File: src/rtl/proc_spawn_port.sv
// Per-processor task-dispatch endpoint: launches the core on dispatcher starts,
// buffers core spawn requests and hands them to the dispatcher one at a time.
module proc_spawn_port #(
  parameter int ADDR_W      = 8,
  parameter int SPAWN_DEPTH = 4,
  parameter int CNT_W       = 16
) (
  input  logic              clock,
  input  logic              reset_n,
  input  logic              disp_start,
  input  logic [ADDR_W-1:0] disp_addr,
  output logic              proc_busy,
  output logic              proc_onspawn,
  output logic [ADDR_W-1:0] proc_spawn_addr,
  input  logic              disp_spawn_ack,
  output logic              core_run,
  output logic [ADDR_W-1:0] core_entry,
  input  logic              core_halt,
  input  logic              core_spawn_valid,
  input  logic [ADDR_W-1:0] core_spawn_addr,
  output logic              core_spawn_ready,
  output logic [CNT_W-1:0]  spawn_total,
  output logic              protocol_error
);

  localparam int AW = $clog2(SPAWN_DEPTH);
  localparam int PW = AW + 1;

  typedef enum logic [1:0] {IDLE, RUN, DRAIN} state_t;

  state_t            state, state_nxt;
  logic [ADDR_W-1:0] mem [SPAWN_DEPTH];
  logic [PW-1:0]     wr_ptr, rd_ptr, wr_nxt, rd_nxt;
  logic              full, empty, push, pop, empty_nxt;

  // Extra wrap bit distinguishes full from empty when the indices match.
  assign empty = (wr_ptr == rd_ptr);
  assign full  = (wr_ptr == {~rd_ptr[AW], rd_ptr[AW-1:0]});

  assign core_spawn_ready = (state == RUN) && !full;
  assign proc_onspawn     = !empty;
  assign proc_busy        = (state != IDLE);
  assign core_run         = (state == RUN);
  assign proc_spawn_addr  = empty ? '0 : mem[rd_ptr[AW-1:0]];

  assign push      = core_spawn_valid && core_spawn_ready;
  assign pop       = disp_spawn_ack && proc_onspawn;
  assign wr_nxt    = push ? wr_ptr + PW'(1) : wr_ptr;
  assign rd_nxt    = pop  ? rd_ptr + PW'(1) : rd_ptr;
  assign empty_nxt = (wr_nxt == rd_nxt);

  always_ff @(posedge clock) begin
    if (!reset_n) state <= IDLE;
    else          state <= state_nxt;
  end

  always_comb begin
    state_nxt = state;
    case (state)
      IDLE:    if (disp_start) state_nxt = RUN;
      RUN:     if (core_halt)  state_nxt = empty_nxt ? IDLE : DRAIN;
      DRAIN:   if (empty_nxt)  state_nxt = IDLE;
      default: state_nxt = IDLE;
    endcase
  end

  // Storage carries no reset; the head is masked while the buffer is empty.
  always_ff @(posedge clock) begin
    if (push) mem[wr_ptr[AW-1:0]] <= core_spawn_addr;
  end

  always_ff @(posedge clock) begin
    if (!reset_n) begin
      wr_ptr         <= '0;
      rd_ptr         <= '0;
      core_entry     <= '0;
      spawn_total    <= '0;
      protocol_error <= 1'b0;
    end else begin
      wr_ptr <= wr_nxt;
      rd_ptr <= rd_nxt;
      if (state == IDLE && disp_start) core_entry <= disp_addr;
      if (pop) spawn_total <= spawn_total + CNT_W'(1);
      if ((disp_start && state != IDLE) ||
          (disp_spawn_ack && empty) ||
          (core_halt && state != RUN))
        protocol_error <= 1'b1;
    end
  end

endmodule

File: config.mk
export PLATFORM = sky130hd
export DESIGN_NAME = proc_spawn_port
export DESIGN_NICKNAME = d
export VERILOG_FILES = /design/src/rtl/proc_spawn_port.sv
export SDC_FILE = /design/constraint.sdc
export NUM_CORES = 1
export LEC_CHECK = 0
export BUFFER_PORTS_ARGS = -buffer_cell sky130_fd_sc_hd__buf_2
export CORE_ASPECT_RATIO = 0.8
export CORE_MARGIN = 4
export CORE_UTILIZATION = 54
export DETAILED_ROUTE_END_ITERATION = 8
export HOLD_SLACK_MARGIN = 0.1
export PLACE_DENSITY = 0.79
export SETUP_SLACK_MARGIN = 0.1
export SYNTH_ARGS = -nofsm -noshare
export SYNTH_HDL_FRONTEND = slang
export SYNTH_SLANG_ARGS = --single-unit
File: constraint.sdc
create_clock -name clock -period 2.62 [get_ports clock]
set_clock_uncertainty 0.2 [all_clocks]
set_input_delay 0.131 -clock clock [delete_from_list [all_inputs] [get_ports clock]]
set_output_delay 0.131 -clock clock [all_outputs]
set_load 0.05 [all_outputs]
==> reports/summary.txt <==
status = complete, no violations
Final period util = 88.1%
hold slack = 0.168 ns
internal power = 1670 uW
Seq/Total Area, Yosys = 56.8%
Die X-Extent = 89.3 um
sequential power share = 47.1%
antenna diode count = 0
syn_nets = 272
routability congestion estimate = 0.778
met1 usage = 26.9%
Initial Utilization = 56.3%
port bufs = 58
HP Class = in -> reg
area delta synth->final = 28.9%
Synth async-reset ratio = 0%
via count = 2,144
synthesized area per cell = 11.7 um^2
Filler Cell Count = 354
met2 Track Usage GR = 35.1%
DP Worst Slack = 0.474 ns
Crit Path Category = reg -> out
Clock Tree Buf Depth = 2
ys flop type = dfxtp_1
final WL = 6.31 mm
drt first pass iters = 4
Area contributors post-synth = edfxtp_1 (34%), dfxtp_1 (23%), mux4_2 (6.3%), nand2_1 (3.7%), xor2_1 (3.7%)
Comb pwr share = 18.0%
worst-case reg-to-reg path depth = 5
number of synthesized flops with an enable pin = 32
crit path max fanout = 10
commonest cells in the netlist = dfxtp_1 (33), edfxtp_1 (32), nand2_1 (28)
top cell type by total area after synthesis = edfxtp_1
r2r setup slk = 0.39 ns
CTS tree = built
Core Area = 5060 um^2
Pleak = 0.00152 uW
synthesis warning total = 0
Worst Hold Launch = disp_start
Avg WL per Cell = 15.7 um
die area = 6520 um^2
Final Instance Area = 3680 um^2
row count = 23
Worst Path Required = 2.29 ns
worst setup margin = 0.312 ns
first-pass GRT wire length = 10.4 mm
Post-CTS Setup Bufs = 0
slew margin rel. = 30.4%
Tot GR Track Use = 21.9%
GR peak layer = met2
fin crit period = 2.31 ns
crit-path max cell delay = 0.45 ns
DP Area = 3190 um^2
initial antenna violation count = 0
final hold vios = 0
count leader, synth = dfxtp_1
Ports = 59
Clock Latency Late Sink = 0.34 ns
Post-Synthesis Cells = 244
maximum vdd drop = 0.344 mV
vias per cell = 5.33
cell area after synthesis = 2850 um^2
cts bufs inserted = 9
largest net degree at the start of global routing = 33
Starting DRT DRC Count = 162
R2R Path Start = rd_ptr[2]
Hold-fix buffers, CTS = 29
Layout Nets = 363
final setup fails = 0
post-DP HPWL = 3.88 mm
setup tns final = 0 ns
synthesis-stage register bit count = 65
switch share = 28.9%
share of cells above drive strength 1 = 27.1%
synth unique cells = 37
# Max-Cap Violations = 0
drt drc = 0
Critical Path AT = 1.98 ns
PwrDens = 640 nW/um^2
grt met3 use = 8.35%
CTS H-Tree Depth = 3
grt total ovfl = 0
clk root buf = clkbuf_8
Startpoint Class = register
Layout Cells excl Fill = 402
Worst path slowest cell = dfxtp_1
Worst-path clk slew = 0.07 ns
transition time of the tightest slew-check pin = 1.04 ns
Final ANT Viol Nets = 0
CP cell instances = xor2_1 > nor3_2 > inv_2 > and2_1 > buf_2
WHS Path Cells = 4
Reg-to-Reg End = spawn_total[15]
placed cell count = 357
post-CTS resize count = 0
RSZ-0062 raised after global routing = false
fmax = 433 MHz
hold path endpoint = state[0]
Die H = 73.0 um
share of the synthesized area in the top cell type = 33.7%
Worst Setup End Kind = primary output
Switching Power = 679 uW
vias in the first global route = 2,163
clock power share = 34.9%
Pins Over Slew Limit = 0
Num Clock Sinks = 65
power groups by stage:
stage / clock network, uW / logic, uW / registers (uW)
2_1_floorplan: 0 / 249 / 1170
3_3_place_gp: 0 / 376 / 1130
3_5_place_dp: 0 / 382 / 1130
5_1_grt: 899 / 455 / 1110
4_1_cts: 839 / 419 / 1110
6_report: 822 / 422 / 1110
sequential cells by signal, indices dropped and copies added (netlist names):
name,flops
spawn_total,16
state,2
wr_ptr,3
rd_ptr,3
mem,32
protocol_error,1
core_entry,8
routing by layer:
layer / vias to the layer above / part of all wire, %
li1: 1041 / -
met3: 20 / 5.9
met4: 0 / 2.6
met2: 63 / 50
met5: - / 0
met1: 1020 / 42
worst max-delay path by stage:
stage,from,slack (ns),endpoint
finish,rd_ptr[2],0.31,proc_spawn_addr[5]
global route,rd_ptr[2],0.21,proc_spawn_addr[5]
CTS,rd_ptr[2],0.35,proc_spawn_addr[3]
detailed placement,rd_ptr[2],0.47,spawn_total[15]
global placement,rd_ptr[2],0.60,spawn_total[15]
floorplan,spawn_total[2],0.47,spawn_total[15]
area by class of cell:
cell class                 count  area [um^2]  share of cell area [%]
timing repair buffer          89          596                    16.2
sequential                    65         1620                    44.1
clock inverter                 7         71.3                    1.94
tap                           62         77.6                    2.11
inverter                       8         30.0                   0.817
clock buffer                   9          124                    3.37
multi-input combinational    162         1160                    31.5
layout by cell type, fill, tap and decap left out, types with 2 or more instances in the layout:
| cell | instances |
|---|---|
| nor4_1 | 2 |
| ha_1 | 6 |
| dlygate4sd3_1 | 29 |
| o21ai_0 | 2 |
| mux4_2 | 8 |
| nand2_1 | 28 |
| and3_1 | 3 |
| inv_1 | 7 |
| xor2_2 | 2 |
| clkinvlp_4 | 3 |
| nand3_1 | 4 |
| and2_1 | 14 |
| o221ai_1 | 2 |
| nor2_1 | 27 |
| clkinv_2 | 2 |
| clkbuf_8 | 9 |
| o31a_2 | 2 |
| nand4_1 | 7 |
| edfxtp_1 | 32 |
| a31oi_1 | 3 |
| a21oi_1 | 12 |
| and4_1 | 2 |
| mux2i_1 | 4 |
| xnor2_1 | 11 |
| dfxtp_1 | 33 |
| buf_4 | 2 |
| xor2_1 | 12 |
| buf_2 | 58 |
logic make-up after synthesis:
kind of cell / count (synthesis) / synth area share (%)
DFF: 65 / 56.8
muxes: 13 / 8.20
xor gates and xnor gates: 25 / 8.20
AOI/OAI and AO/OA: 26 / 5.83
buffers and inverters: 17 / 2.59
and+or+nand+nor: 92 / 15.7
adders and majority gates: 6 / 2.63
per-stage QoR:
stage	power [uW]	util, %
6_report	2350	72.6
4_1_cts	2360	72.6
3_3_place_gp	1500	63.0
2_1_floorplan	1420	-
5_1_grt	2460	72.6
3_5_place_dp	1510	63.0
worst max-delay path, delay by kind of cell, from the launching register on:
kind / cells / cell delay, ns
DFF: 1 / 0.45
xor gates and xnor gates: 1 / 0.45
buffers and inverters: 2 / 0.44
and+or+nand+nor: 2 / 0.30
(Power assumes the default switching activity.)
